**config.mk**
```make
export PLATFORM = sky130hd
export DESIGN_NAME = btn_debounce_multi
export DESIGN_NICKNAME = d
export VERILOG_FILES = /design/src/rtl/btn_pkg.sv /design/src/rtl/ms_tick_gen.sv /design/src/rtl/btn_debounce_multi.sv
export SDC_FILE = /design/constraint.sdc
export NUM_CORES = 1
export LEC_CHECK = 0
export CORE_ASPECT_RATIO = 1.5
export CORE_MARGIN = 1
export CORE_UTILIZATION = 30
export DETAILED_ROUTE_END_ITERATION = 16
export GPL_ROUTABILITY_DRIVEN = 0
export PLACE_DENSITY = 0.51
export RECOVER_POWER = 50
export SYNTH_ARGS = -nofsm -noshare
export SYNTH_HDL_FRONTEND = slang
export SYNTH_HIERARCHICAL = 1
export SYNTH_SLANG_ARGS = --single-unit
```
**constraint.sdc**
```tcl
create_clock -name clk -period 6.92 [get_ports clk]
set_input_delay 1.038 -clock clk [delete_from_list [all_inputs] [get_ports clk]]
set_output_delay 1.038 -clock clk [all_outputs]
set_load 0.01 [all_outputs]
```
**src/rtl/btn_pkg.sv**
```systemverilog
// Shared types and elaboration helpers for the button debounce blocks.
package btn_pkg;

    typedef enum logic [1:0] {
        IDLE = 2'd0,
        HELD = 2'd1,
        LONG = 2'd2
    } hold_state_t;

    // Width needed to hold v distinct values; never narrower than 1 bit.
    function automatic int clog2(input int v);
        int r;
        r = 0;
        while ((1 << r) < v) r++;
        return (r < 1) ? 1 : r;
    endfunction

    function automatic int max_i(input int a, input int b);
        return (a > b) ? a : b;
    endfunction

    function automatic int tick_div(input int clk_freq);
        return clk_freq / 1000;
    endfunction

endpackage

```
**src/rtl/ms_tick_gen.sv**
```systemverilog
// One-cycle 1 ms tick derived from the system clock.
module ms_tick_gen
    import btn_pkg::*;
#(
    parameter int CLK_FREQ = 100_000_000
) (
    input  logic clk,
    input  logic rst_n,
    output logic tick
);

    localparam int DIV = tick_div(CLK_FREQ);
    localparam int W   = clog2(DIV);
    localparam logic [W-1:0] LAST = W'(DIV - 1);

    logic [W-1:0] cnt;

    always_ff @(posedge clk or negedge rst_n) begin
        if (!rst_n) begin
            cnt <= '0;
        end else if (cnt == LAST) begin
            cnt <= '0;
        end else begin
            cnt <= cnt + 1'b1;
        end
    end

    assign tick = (cnt == LAST);

endmodule

```
**src/rtl/btn_debounce_multi.sv**
```systemverilog
// N-channel button debouncer with edge pulses, long-press and auto-repeat.
module btn_debounce_multi
    import btn_pkg::*;
#(
    parameter int N_CH        = 5,
    parameter int CLK_FREQ    = 100_000_000,
    parameter int DEBOUNCE_MS = 10,
    parameter int LONG_MS     = 1000,
    parameter int REPEAT_MS   = 200,
    parameter int REPEAT_EN   = 1
) (
    input  logic            clk,
    input  logic            rst_n,
    input  logic [N_CH-1:0] btn_in,
    output logic [N_CH-1:0] btn_level,
    output logic [N_CH-1:0] btn_rise,
    output logic [N_CH-1:0] btn_fall,
    output logic [N_CH-1:0] btn_long,
    output logic [N_CH-1:0] btn_repeat
);

    localparam int DBW = clog2(DEBOUNCE_MS + 1);
    localparam int HCW = clog2(max_i(LONG_MS, REPEAT_MS));
    localparam logic [DBW-1:0] DB_LAST   = DBW'(DEBOUNCE_MS - 1);
    localparam logic [HCW-1:0] LONG_LAST = HCW'(LONG_MS - 1);
    localparam logic [HCW-1:0] REP_LAST  = HCW'(REPEAT_MS - 1);

    logic tick;

    ms_tick_gen #(
        .CLK_FREQ(CLK_FREQ)
    ) u_tick (
        .clk  (clk),
        .rst_n(rst_n),
        .tick (tick)
    );

    for (genvar i = 0; i < N_CH; i++) begin : g_ch
        logic [1:0]     sync_q;
        logic           stable;
        logic [DBW-1:0] db_cnt;
        logic           rise_q;
        logic           fall_q;
        logic           long_q;
        logic           rep_q;
        logic [HCW-1:0] hold_cnt;
        hold_state_t    state;
        logic           accept;

        assign accept = tick && (sync_q[1] != stable) && (db_cnt == DB_LAST);

        always_ff @(posedge clk or negedge rst_n) begin
            if (!rst_n) begin
                sync_q <= '0;
            end else begin
                sync_q <= {sync_q[0], btn_in[i]};
            end
        end

        always_ff @(posedge clk or negedge rst_n) begin
            if (!rst_n) begin
                stable <= 1'b0;
                db_cnt <= '0;
                rise_q <= 1'b0;
                fall_q <= 1'b0;
            end else begin
                rise_q <= accept && sync_q[1];
                fall_q <= accept && !sync_q[1];
                if (sync_q[1] == stable) begin
                    db_cnt <= '0;
                end else if (accept) begin
                    stable <= sync_q[1];
                    db_cnt <= '0;
                end else if (tick) begin
                    db_cnt <= db_cnt + 1'b1;
                end
            end
        end

        // A release always wins over a long/repeat expiry on the same tick.
        always_ff @(posedge clk or negedge rst_n) begin
            if (!rst_n) begin
                state    <= IDLE;
                hold_cnt <= '0;
                long_q   <= 1'b0;
                rep_q    <= 1'b0;
            end else begin
                long_q <= 1'b0;
                rep_q  <= 1'b0;
                if (accept && !sync_q[1]) begin
                    state    <= IDLE;
                    hold_cnt <= '0;
                end else begin
                    unique case (state)
                        IDLE: begin
                            if (accept && sync_q[1]) begin
                                state    <= HELD;
                                hold_cnt <= '0;
                            end
                        end
                        HELD: begin
                            if (tick) begin
                                if (hold_cnt == LONG_LAST) begin
                                    long_q   <= 1'b1;
                                    hold_cnt <= '0;
                                    state    <= LONG;
                                end else begin
                                    hold_cnt <= hold_cnt + 1'b1;
                                end
                            end
                        end
                        LONG: begin
                            if (REPEAT_EN != 0 && tick) begin
                                if (hold_cnt == REP_LAST) begin
                                    rep_q    <= 1'b1;
                                    hold_cnt <= '0;
                                end else begin
                                    hold_cnt <= hold_cnt + 1'b1;
                                end
                            end
                        end
                        default: begin
                            state    <= IDLE;
                            hold_cnt <= '0;
                        end
                    endcase
                end
            end
        end

        assign btn_level[i]  = stable;
        assign btn_rise[i]   = rise_q;
        assign btn_fall[i]   = fall_q;
        assign btn_long[i]   = long_q;
        assign btn_repeat[i] = rep_q;
    end

endmodule

```
; ---- Yosys cells after proc, flatten, opt, wreduce, memory -nomap -nowiden
; Index checks and enable logic that the tools add are counted.
[totals]
reg_bits = 132
output_inout_bits = 25
word_cells = 289
[classes]
addsub = 11
eq_ne = 61
n_mux = 116
n_bitwise = 5
reduce_logical = 50
[ops]
columns = op, n
row1 = $mux W10, 30
row2 = $pmux W10 S3, 5
row3 = $mux W4, 15
row4 = $ne A3 B3 Y1 const B, 20
row5 = $add A10 B1 Y10 const B, 5
row6 = $eq A10 B10 Y1 const B, 5
row7 = $eq A10 B8 Y1 const B, 5
row8 = $mux W1, 40
row9 = $mux W2, 20
row10 = $pmux W2 S3, 5
row11 = $add A4 B1 Y4 const B, 5
row12 = $eq A4 B4 Y1 const B, 5
row13 = $logic_and A1 B1 Y1, 20
row14 = $reduce_and A4 Y1, 5
row15 = $add A17 B1 Y17 const B, 1
row16 = $eq A17 B17 Y1 const B, 1
row17 = $mux W17, 1
row18 = $reduce_and A3 Y1, 5
row19 = $reduce_bool A3 Y1, 5
row20 = $eq A2 B1 Y1 const B, 5
row21 = $eq A2 B2 Y1 const B, 5
row22 = $logic_not A2 Y1, 5
row23 = $ne A2 B2 Y1 const B, 5
row24 = $reduce_and A2 Y1, 5
row25 = 4 further kinds, 20

; ---- Logic depth before layout (Yosys ltp)
[depth]
depth_word = 7
depth_mapped = 12
mapped_depth_nobuf = 9

; ---- Cells and area by module
; Netlist, hierarchy kept.
[modules_own_cells]
columns = module, n_inst, cells_per_inst, area_each_um2, seq_area_each_um2
row1 = btn_debounce_multi, 1, 653, 6306.0, 2877.8
row2 = ms_tick_gen, 1, 75, 798.3, 425.4

; ---- Worst setup path after synthesis
; Ideal clock, no wire load.
[synth_path]
path_kind = register -> register
start = reg u_tick.cnt[11]
end = reg g_ch[2].hold_cnt[5]
setup_time_ps = 121
arrival_ps = 3092
required_time_ps = 6799
setup_slack_ps = 3707
path_stages_with_launch = 12
path_buffers = 3
period_less_slack_ps = 3213
path_cell_list = dfrtp_1 > or4_1 > or4_4 > nor4_4 > buf_4 > nand4b_4 > or3b_1 > buf_2 > o2111ai_2 > nor2b_1 > buf_2 > a22o_1
[synth_via]
elab_chain_len = 6
[synth_lines]
columns = element, line_no
row1 = "start, declared", ms_tick_gen.sv:16  ; logic [W-1:0] cnt;
row2 = "start signal, assigned", ms_tick_gen.sv:24  ; cnt <= cnt + 1'b1;
row3 = $eq A17 B17 Y1 *, ms_tick_gen.sv:28  ; assign tick = (cnt == LAST);
row4 = named net tick, btn_debounce_multi.sv:28  ; logic tick;
row5 = $logic_and A1 B1 Y1 (2 in series), btn_debounce_multi.sv:50  ; assign accept = tick && (sync_q[1] != stable) && (db_cnt == DB_LAST);
row6 = $logic_and A1 B1 Y1 (on tied branches), "btn_debounce_multi.sv:96, btn_debounce_multi.sv:90"
row7 = $ne A3 B3 Y1 (no source line), n/a
row8 = $reduce_and A3 Y1 (no source line), n/a
row9 = "end signal, assigned", btn_debounce_multi.sv:108  ; hold_cnt <= hold_cnt + 1'b1;
row10 = "end signal, assigned", btn_debounce_multi.sv:118  ; hold_cnt <= hold_cnt + 1'b1;
row11 = "end, declared", btn_debounce_multi.sv:46  ; logic [HCW-1:0] hold_cnt;
; The timed path passes the listed nets; every way through them passes the cells marked *.
; A chain may end at the register's enable or synchronous reset.

; ---- Worst setup path after layout
[layout_path]
start = reg u_tick.cnt[11]
end = reg g_ch[2].hold_cnt[7]
; Same word-level chain as after synthesis.

==> impl_metrics.json <==
{
  "critical_path_required_ns": 7.28,
  "cts-hold-fix-buffers": 0,
  "cp_num_buf_inv": 1,
  "ys_types": 72,
  "worst_setup_path_start_kind": "flip-flop",
  "cts.sinks": 132,
  "timing.critical_path.slowest_cell_delay_ns": 0.86,
  "grt.total_usage_pct": 12.79,
  "clk-insertion-delay-late_ns": 0.42,
  "clock-root-buffer": "sky130_fd_sc_hd__clkbuf_16",
  "buffer_levels_on_the_longest_clock_path": 2,
  "drive_above_1_share_pct": 7.039,
  "wire_per_inst_um": 13.36,
  "drt_iter0_markers": 282,
  "grt_max_degree": 73,
  "x_dimension_of_the_die_um": 127.6,
  "max_slew.worst_pin.slew_ns": 3.330,
  "finalClockSkew_ns": 0.006511,
  "dieArea_mm2": 0.02431,
  "dr.pass1.iters": 4,
  "failed_checks": "max-capacitance violations, max-slew violations",
  "endpoint_kind": "flip-flop",
  "drt-vias-per-instance": 4.899,
  "synth_top_flop_cell": "sky130_fd_sc_hd__dfrtp_1",
  "crit_slowest_cell": "sky130_fd_sc_hd__clkbuf_1",
  "max_freq_mhz": 227.3,
  "ios": 32,
  "post-route-min-period_ns": 4.399,
  "core_footprint_mm2": 0.02314,
  "yosysSeqAreaShare_pct": 46.50,
  "global_route_wire_length_before_repair_um": 24900,
  "finalSetupViolCount": 0,
  "final.period_utilization_pct": 63.56,
  "power_density_mw_per_mm2": 218.7,
  "cap_violations": 1,
  "slew_headroom_pct": -122.0,
  "crit_path_arrival_time_ns": 4.76,
  "std_cell_rows": 68,
  "first_global_vias": 5296,
  "number_of_synthesized_flops_with_an_enable_pin": 0,
  "dpl.hpwl_um": 9720,
  "run_status": "finished with violations",
  "synthToLayoutAreaGrowth_pct": 15.11,
  "static-leakage-power_nw": 3.499,
  "dieHeight_um": 190.5,
  "ir_worst_vdd_mv": 0.1672,
  "cts-resized-gates": 0,
  "place.port_buffers": 31,
  "synth_warnings": 6,
  "yosys_register_bits": 132,
  "cp_top_family": "simple AND/OR/NAND/NOR gates",
  "final_wirelength_um": 14260,
  "grt_setup_unrepaired": "no",
  "worstSetupPathType": "flip-flop to flip-flop",
  "numCtsBuffers": 17,
  "vias_after_detailed_routing": 5232,
  "critical_path.cell_chain": "or4_1 -> or4_2 -> nor4_1 -> clkbuf_1 -> nand4b_4 -> o22ai_1 -> nor2b_1 -> a22o_1",
  "final-max-slew-violation-count": 62,
  "tritoncts_clock_tree": "done",
  "final_net_count": 778,
  "grt_overflow": 0,
  "grt_antenna_before_repair": 0,
  "cts_setup_buffers": 0,
  "hold_path.class": "flip-flop to flip-flop",
  "cts.clk_slew.worst_paths_ns": 0.06,
  "synth_nets": 766,
  "htreeDepth": 4,
  "n_antenna_cell": 0,
  "finalPower_mw": 1.789,
  "remaining_drc_errors": 0,
  "netlist_area_mm2": 0.007104,
  "final_hold_violating_endpoints": 0,
  "postSynthCellCount": 728,
  "crit_path_max_fanout": 23,
  "async_reset_ff_share_pct": 100.0,
  "timing.setup.tns_ns": 0,
  "start_util_pct": 30.70,
  "per_instance_average_area_after_synthesis_um2": 9.759,
  "drtAntennaViolNets": 0
}
## worst reg2reg max path, cell delays in order (launching register included)
cell	delay (ns)
sky130_fd_sc_hd__dfrtp_1	0.43
sky130_fd_sc_hd__or4_1	0.52
sky130_fd_sc_hd__or4_2	0.54
sky130_fd_sc_hd__nor4_1	0.26
sky130_fd_sc_hd__clkbuf_1	0.86
sky130_fd_sc_hd__nand4b_4	0.20
sky130_fd_sc_hd__o22ai_1	0.66
sky130_fd_sc_hd__nor2b_1	0.62
sky130_fd_sc_hd__a22o_1	0.26
## state kept, by name, indices dropped and copies added, names as in the netlist
name and flops:
g_ch.rise_q 5, g_ch.sync_q 10, g_ch.long_q 5, g_ch.db_cnt 20, g_ch.hold_cnt 50, u_tick/cnt 17
g_ch.stable 5, g_ch.rep_q 5, g_ch.state 10, g_ch.fall_q 5
## Yosys cell counts (all sizes together) (5+ instances only)
cell    instances  area share (%)
dfrtp         132              46
mux2            5            0.79
buf            34             3.4
xnor2          11             1.4
nand2          60             3.2
nand3          33             2.3
ha             31             5.5
or3             5            0.44
o31ai          13             1.4
nor2b          26             2.3
a21o            5            0.53
a21oi          31             2.2
and3           14             1.2
inv            42             2.2
and2            6            0.53
o21ai          63             4.5
a22o           31             3.8
and4            6            0.74
nor3           39             3.0
nor2           47             2.6
clkbuf          7            0.39
xor2            8            0.99
## kinds of logic (layout without fill, tap and decap cells)
group           count (synthesis)  in the layout  share of synthesized area, %
simple gates                  279            279                         21.91
fa+ha+maj                      31             31                         5.460
xor+xnor                       19             19                         2.342
buf+inv                        83            108                         6.041
mux                             5              5                        0.7925
flops                         132            132                         46.50
compound gates                179            179                         16.96
## cell usage in the layout (no fill, tap or decap), drive strengths merged, types with 4 or more instances in the layout
cell           Yosys  layout
dfrtp            132     132
o21ai             63      63
nand2             60      60
nor2              47      47
inv               42      42
nor3              39      39
nand3             33      33
a21oi             31      31
a22o              31      31
ha                31      31
nor2b             26      26
clkdlybuf4s50      0      25
clkbuf             7      22
and3              14      14
o31ai             13      13
xnor2             11      11
xor2               8       8
and2               6       6
and4               6       6
clkinv             0       6
or3                5       5
mux2               5       5
a21o               5       5
bufinv             0       5
dlygate4sd3        0       5
nand2b             4       4
nand4bb            4       4
and4b              4       4
o21bai             4       4
nor4b              4       4
nand4              4       4
o311ai             4       4
or4                4       4
## metrics by stage
stage | instances | hold WS, ns | setup slack [ns] | util [%] | instance area [µm²]
global placement | 1036 | 0.3356 | 3.343 | 32.67 | 7561
floorplan | 728 | 0.3312 | 3.707 | - | 7104
global route | 1068 | 0.3524 | 2.097 | 35.34 | 8178
finish | 1068 | 0.3451 | 2.521 | 35.34 | 8178
detailed placement | 1036 | 0.3358 | 3.286 | 32.67 | 7561
CTS | 1068 | 0.3493 | 3.277 | 35.48 | 8210
## cell type report
class	count	area, µm²
Clock buffer	19	442.9
Multi-Input combinational cell	513	3354
Timing Repair Buffer	34	319.1
Fill cell	2381	14960
Inverter	42	157.7
Sequential cell	132	3303
Tap cell	315	394.1
Clock inverter	13	206.4
## power breakdown
group          total, mW  leakage (nW)  switching (mW)  internal (mW)
Combinational     0.0224          1.38          0.0183        0.00407
Clock              0.988         0.313           0.341          0.648
Sequential         0.778          1.81         0.00279          0.775
## layer usage
metal	routed length [µm]	up-vias	global-route usage [%]
li1	-	2623	-
met1	6583	2533	15.02
met2	7017	58	22.13
met3	403	18	2.974
met4	260	0	5.611
met5	0	-	0
## path summary, 6_finish.rpt
check | cells after the start | start | to | slack [ns]
max in group asynchronous | 2 | rst_n | g_ch[3].hold_cnt[9]$_DFFE_PN0P_ | 2.93
min in group asynchronous | 1 | rst_n | g_ch[0].hold_cnt[4]$_DFFE_PN0P_ | 1.73
setup reg to reg | 8 | u_tick/cnt[11]$_DFF_PN0_ | g_ch[2].hold_cnt[7]$_DFFE_PN0P_ | 2.52
hold reg to reg | 0 | g_ch[4].sync_q[0]$_DFF_PN0_ | g_ch[4].sync_q[1]$_DFF_PN0_ | 0.35
hold / removal | 0 | g_ch[4].sync_q[0]$_DFF_PN0_ | g_ch[4].sync_q[1]$_DFF_PN0_ | 0.35
setup / recovery | 8 | u_tick/cnt[11]$_DFF_PN0_ | g_ch[2].hold_cnt[7]$_DFFE_PN0P_ | 2.52
(Power assumes the default switching activity.)
